--- src/rtl/timer_pkg.sv ---
// Shared types and constants for the BCD countdown timer.
package timer_pkg;

  typedef logic [3:0] bcd_t;

  typedef enum logic [1:0] {
    ST_IDLE,
    ST_RUN,
    ST_PAUSED,
    ST_ALARM
  } state_t;

  localparam bcd_t BCD_MAX      = 4'd9;
  localparam bcd_t SEC_TENS_MAX = 4'd5;

  // Clamp a nibble that is not a valid BCD digit to 9.
  function automatic bcd_t bcd_sat(input logic [3:0] nibble);
    return (nibble > BCD_MAX) ? BCD_MAX : nibble;
  endfunction

endpackage

--- src/rtl/bcd_digit_down.sv ---
// One BCD digit of the countdown borrow chain. Purely combinational:
// the owning module holds the digit register and decides when to commit.
module bcd_digit_down
  import timer_pkg::*;
(
  input  logic dec_en,
  input  bcd_t wrap_max,
  input  bcd_t digit_in,
  output bcd_t digit_out,
  output logic borrow_out
);

  // Decrement when enabled; a zero digit wraps to wrap_max and borrows upward.
  always_comb begin
    digit_out  = digit_in;
    borrow_out = 1'b0;
    if (dec_en) begin
      if (digit_in == 4'd0) begin
        digit_out  = wrap_max;
        borrow_out = 1'b1;
      end else begin
        digit_out = digit_in - 4'd1;
      end
    end
  end

endmodule

--- src/rtl/bcd_countdown_timer.sv ---
// BCD MM:SS countdown timer. Loads MM:00 from the minute setter and counts
// down once per TICKS_PER_SEC cycles; at 00:00 pulses done and holds alarm.
// Optional build macro: TIMER_ALARM_TIMEOUT_EN makes ALARM fall back to
// IDLE on its own after ALARM_SECS seconds.
module bcd_countdown_timer
  import timer_pkg::*;
#(
  parameter int unsigned TICKS_PER_SEC = 50_000_000,
  parameter int unsigned ALARM_SECS    = 10
) (
  input  logic        clk,
  input  logic        rst_n,
  input  logic [7:0]  load_val,
  input  logic        start,
  input  logic        pause,
  input  logic        clear,
  output logic [15:0] time_out,
  output logic        running,
  output logic        done,
  output logic        alarm
);

  localparam int PW = $clog2(TICKS_PER_SEC);
  localparam logic [PW-1:0] PRESC_TERM = PW'(TICKS_PER_SEC - 1);

  if (TICKS_PER_SEC < 2) begin : g_bad_ticks
    $error("TICKS_PER_SEC must be at least 2");
  end
  if (ALARM_SECS < 1) begin : g_bad_alarm
    $error("ALARM_SECS must be at least 1");
  end

  state_t        state_reg;
  logic [15:0]   time_reg;
  logic [PW-1:0] presc_reg;
  logic          running_reg;
  logic          done_reg;
  logic          alarm_reg;

`ifdef TIMER_ALARM_TIMEOUT_EN
  localparam int unsigned ALARM_TICKS = ALARM_SECS * TICKS_PER_SEC;
  localparam int AW = $clog2(ALARM_TICKS);
  localparam logic [AW-1:0] ALARM_TERM = AW'(ALARM_TICKS - 1);
  logic [AW-1:0] alarm_cnt_reg;
`endif

  logic [7:0]  load_time;
  logic [15:0] time_next;
  logic [4:0]  borrow;
  logic        hit_zero;

  assign load_time = {bcd_sat(load_val[7:4]), bcd_sat(load_val[3:0])};

  // Borrow chain: sec units, sec tens (wraps to 5), min units, min tens.
  // borrow[0] is the one-second tick; it only matters while counting.
  assign borrow[0] = (presc_reg == PRESC_TERM);

  genvar gi;
  for (gi = 0; gi < 4; gi++) begin : g_digit
    bcd_digit_down u_digit (
      .dec_en    (borrow[gi]),
      .wrap_max  ((gi == 1) ? SEC_TENS_MAX : BCD_MAX),
      .digit_in  (time_reg[gi*4 +: 4]),
      .digit_out (time_next[gi*4 +: 4]),
      .borrow_out(borrow[gi+1])
    );
  end

  // A borrow out of min tens can only follow 00:00, which never stays in
  // RUN; treating it as zero keeps the counter from wrapping to 99:59.
  assign hit_zero = (time_next == 16'h0000) || borrow[4];

  // Control FSM with registered outputs; command priority clear > start > pause.
  always_ff @(posedge clk or negedge rst_n) begin
    if (!rst_n) begin
      state_reg     <= ST_IDLE;
      time_reg      <= 16'h0000;
      presc_reg     <= '0;
      running_reg   <= 1'b0;
      done_reg      <= 1'b0;
      alarm_reg     <= 1'b0;
`ifdef TIMER_ALARM_TIMEOUT_EN
      alarm_cnt_reg <= '0;
`endif
    end else begin
      done_reg <= 1'b0;
      if (clear) begin
        state_reg     <= ST_IDLE;
        time_reg      <= 16'h0000;
        presc_reg     <= '0;
        running_reg   <= 1'b0;
        alarm_reg     <= 1'b0;
`ifdef TIMER_ALARM_TIMEOUT_EN
        alarm_cnt_reg <= '0;
`endif
      end else if (start && (state_reg == ST_IDLE || state_reg == ST_ALARM)) begin
        time_reg      <= {load_time, 8'h00};
        presc_reg     <= '0;
`ifdef TIMER_ALARM_TIMEOUT_EN
        alarm_cnt_reg <= '0;
`endif
        if (load_time == 8'h00) begin
          state_reg   <= ST_ALARM;
          running_reg <= 1'b0;
          alarm_reg   <= 1'b1;
          done_reg    <= 1'b1;
        end else begin
          state_reg   <= ST_RUN;
          running_reg <= 1'b1;
          alarm_reg   <= 1'b0;
        end
      end else if (start && state_reg == ST_PAUSED) begin
        // Resume keeps both the time and the partial second.
        state_reg   <= ST_RUN;
        running_reg <= 1'b1;
      end else begin
        case (state_reg)
          ST_RUN: begin
            // start while running is a no-op and also masks pause.
            if (pause && !start) begin
              state_reg   <= ST_PAUSED;
              running_reg <= 1'b0;
            end else if (presc_reg == PRESC_TERM) begin
              presc_reg <= '0;
              if (hit_zero) begin
                time_reg    <= 16'h0000;
                state_reg   <= ST_ALARM;
                running_reg <= 1'b0;
                alarm_reg   <= 1'b1;
                done_reg    <= 1'b1;
              end else begin
                time_reg <= time_next;
              end
            end else begin
              presc_reg <= presc_reg + PW'(1);
            end
          end
`ifdef TIMER_ALARM_TIMEOUT_EN
          ST_ALARM: begin
            if (alarm_cnt_reg == ALARM_TERM) begin
              state_reg     <= ST_IDLE;
              alarm_reg     <= 1'b0;
              alarm_cnt_reg <= '0;
            end else begin
              alarm_cnt_reg <= alarm_cnt_reg + AW'(1);
            end
          end
`endif
          default: begin
          end
        endcase
      end
    end
  end

  assign time_out = time_reg;
  assign running  = running_reg;
  assign done     = done_reg;
  assign alarm    = alarm_reg;

endmodule
--- config.mk ---
export PLATFORM = sky130hd
export DESIGN_NAME = bcd_countdown_timer
export DESIGN_NICKNAME = d
export VERILOG_FILES = /design/src/rtl/timer_pkg.sv /design/src/rtl/bcd_digit_down.sv /design/src/rtl/bcd_countdown_timer.sv
export SDC_FILE = /design/constraint.sdc
export NUM_CORES = 1
export LEC_CHECK = 0
export ABC_AREA = 1
export ABC_CLOCK_PERIOD_IN_PS = 3810
export BUFFER_PORTS_ARGS = -buffer_cell sky130_fd_sc_hd__buf_4
export CAP_MARGIN = 0
export CORE_AREA = 4 4 101 103
export DETAILED_ROUTE_END_ITERATION = 8
export DIE_AREA = 0 0 105 107
export GPL_TIMING_DRIVEN = 0
export PLACE_DENSITY_LB_ADDON = 0.25
export SYNTH_ARGS = -nofsm -noshare
export SYNTH_HDL_FRONTEND = slang
export SYNTH_SLANG_ARGS = --single-unit
--- constraint.sdc ---
create_clock -name clk -period 3.81 [get_ports clk]
set_input_delay 0.5715 -clock clk [delete_from_list [all_inputs] [get_ports clk]]
set_output_delay 0.5715 -clock clk [all_outputs]
set_load 0.02 [all_outputs]
==> results.py <==
metrics = {
    "run_status": {
        "status": "finished, final reports clean",
    },
    "timing": {
        "relSlewSlack_pct": 57.8,
        "skew_ps": 8.84,
        "final.period_utilization_pct": 75.7,
        "setup_viol": 0,
        "fin_setup_tns_ps": 0,
        "drv_slew": 0,
        "fin_crit_ps": 2880,
        "rsz0062_at_grt": "no",
        "tightest_slew_ps": 633,
        "finalHoldViolCount": 0,
        "fmax_mhz": 347,
    },
    "drt": {
        "drt_pass1_iterations": 4,
        "vias_per_cell": 5.09,
        "wirelength_microns": 8670,
        "drc": 0,
        "drtIter0Drc": 260,
        "wl_per_cell_microns": 14.2,
        "ant_nets": 0,
        "num_vias": 3102,
    },
    "yosys": {
        "synth_compound_area_share_pct": 12.6,
        "synth.most_common_cell": "nand2_1",
        "synth.area.mux_share_pct": 0,
        "synth_top_family_by_area": "simple AND/OR/NAND/NOR gates",
        "yosys_warnings": 0,
        "netlist_area_sq_mm": 0.00320,
        "async_flop_share_pct": 100,
        "yosys.area.top_type": "dfrtp_1",
        "synth_edf_count": 0,
        "synth-adder-area-share_pct": 1.17,
        "synthesis.nets": 475,
        "synth_top_area_share_pct": 36.8,
        "yosys.area_share.xor_xnor_pct": 1.92,
        "synth_cell_type_count": 40,
        "synth-seq-cells": 47,
        "netlist_top_cells_count": "97 x nand2_1, 64 x nor2_1, 61 x inv_1",
        "synth_ff_type": "dfrtp_1",
        "synthCells": 459,
        "synth_simple_gate_area_share_pct": 38.4,
        "ys_top_cells_by_area": "dfrtp_1 37%, nand2_1 11%, nor2_1 7.5%, inv_1 7.2%, nand3_1 5.0%",
        "synth_seq_area_share_pct": 36.8,
        "syn_area_per_cell_sq_um": 6.97,
    },
    "power_and_ir_drop": {
        "seqPwrFrac_pct": 34.5,
        "clkPwrFrac_pct": 22.5,
        "vdd_drop_max_mv": 0.225,
        "power_leakage_uw": 0.00170,
        "combinationalPowerShare_pct": 43.0,
        "p_int_uw": 1010,
        "sw_frac_of_total_pct": 42.9,
        "powerDensity_mw_per_mm2": 480,
        "p_sw_uw": 760,
    },
    "setup_path": {
        "cp_num_buf_inv": 4,
        "r2r_cells": 12,
        "worstSetupPathType": "reg -> reg",
        "cp.depth": 12,
        "cp-start-kind": "flop",
        "required_ps": 4030,
        "arrival_ps": 3100,
        "crit_path_top_delay_cell": "dfrtp_1",
        "r2r-start": "state_reg[0]",
        "critical_path.startpoint": "state_reg[0]",
        "endpoint_kind": "flop",
        "rrSetupSlack_ps": 930,
        "slowest_delay_ps": 390,
        "r2r-end": "time_out[3]",
        "worstPathCellList": "inv_1 -> ha_1 -> nand2_1 -> inv_1 -> nor2_2 -> nand2_2 -> inv_1 -> nor2_2 -> inv_2 -> nor2_4 -> nand4_1 -> o22ai_1",
        "setup.worst_path.end": "time_out[3]",
        "cpMostUsedCell": "inv_1",
        "cp_top_family": "simple AND/OR/NAND/NOR gates",
        "cp_max_fo": 10,
    },
    "grt": {
        "antenna_found_initial": 0,
        "track_usage_pct": 16.1,
        "grt_pass1_wl_microns": 14700,
        "grt_start_max_net_pins": 48,
        "grt-ovfl-total": 0,
        "grt_pass1_vias": 3002,
    },
    "die": {
        "die_y_microns": 107,
        "rows": 35,
        "die_w_microns": 105,
        "ios": 32,
        "initial_core_util_pct": 34.8,
        "fp.coreArea_sq_mm": 0.00920,
        "dieArea_sq_mm": 0.0112,
    },
    "clock_network": {
        "clk_pin_slew_ps": 100,
        "insertion_delay_ps": 310,
        "clk_path_buf_depth": 2,
        "cts_resized": 0,
        "numCtsBuffers": 5,
        "cts_sinks": 47,
        "h-tree-depth": 2,
        "cts_tree": "yes",
        "root_buffer": "clkbuf_8",
        "post-cts-setup-buffers": 0,
        "cts_hold_buf": 0,
    },
    "placement": {
        "dp.cells": 601,
        "io_buffers": 31,
        "gp_congestion": 0.891,
        "dp_hpwl_microns": 6660,
    },
    "hold_path": {
        "holdCritPathClass": "in -> async",
    },
    "cells_and_area": {
        "largest_register_ffs": 26,
        "syn_to_final_growth_pct": 15.3,
        "drive_above_1_share_pct": 18.1,
        "diodes": 0,
        "finalNetCount": 513,
        "final_cells": 609,
    },
    "flow_run": {
        "max-cap-violations": 0,
    },
}
power by group through the flow:
| stage | combinational (uW) | clock (uW) | sequential (uW) |
|---|---|---|---|
| floorplan | 478 | 0 | 655 |
| global placement | 757 | 0 | 620 |
| detailed placement | 764 | 0 | 620 |
| CTS | 768 | 406 | 611 |
| global route | 852 | 429 | 623 |
| finish | 762 | 398 | 611 |
logic make-up (layout without fill, tap and decap cells):
| family | Yosys count | in the layout |
|---|---|---|
| xor+xnor | 7 | 7 |
| flops | 47 | 47 |
| simple gates | 257 | 257 |
| buf+inv | 77 | 116 |
| compound gates | 68 | 68 |
| fa+ha+maj | 3 | 3 |
cell type report:
type / count / area [sq um]
buffer: 4 / 16.3
clock buffer: 6 / 82.6
clock inverter: 2 / 35.0
fill: 983 / 5510
inverter: 73 / 274
multi-input combinational: 335 / 1730
sequential: 47 / 1180
tap: 111 / 139
timing repair buffer: 31 / 233
layout by cell type (no fill, tap or decap), types with 2 or more instances in the layout:
cell type / count
nor2_4: 7
nor4_1: 5
nand4_1: 12
nor2_2: 9
clkbuf_8: 6
a22oi_1: 2
xor2_1: 6
nand3_1: 32
dfrtp_1: 47
o21ai_0: 23
buf_4: 31
a31oi_1: 3
nand3_2: 3
a21oi_1: 19
nand2_2: 9
ha_1: 3
inv_1: 61
nor3_1: 13
o22ai_1: 11
clkbuf_1: 2
nor2_1: 64
nand2_1: 97
inv_2: 12
through the flow:
step	utilization [%]	instance area, sq um	hold WS [ps]	setup WS [ps]	total power (uW)
after floorplan	-	3200	276	1700	1130
after global placement	38.8	3570	501	986	1380
after detailed placement	38.8	3570	508	943	1380
after CTS	40.1	3690	309	910	1780
after global routing	40.1	3690	328	652	1900
final	40.1	3690	279	927	1770
how the worst min path moves through the flow:
stage          startpoint       endpoint  slack, ps  cells after the start
6_report            rst_n  presc_reg[12]        280                      1
5_1_grt             rst_n   presc_reg[2]        330                      1
4_1_cts             rst_n   presc_reg[5]        310                      1
3_5_place_dp      running        running        510                      2
3_3_place_gp      running        running        500                      2
2_1_floorplan       rst_n          alarm        280                      0
per-layer routing:
layer | global-route usage (%) | part of all wire (%) | vias up
met2 | 25.3 | 47 | 70
met5 | 0 | 0 | -
met4 | 5.06 | 1.8 | 0
li1 | - | - | 1577
met1 | 22.9 | 48 | 1442
met3 | 2.23 | 3.9 | 13
Note: power is estimated with default switching activity, not from simulation.
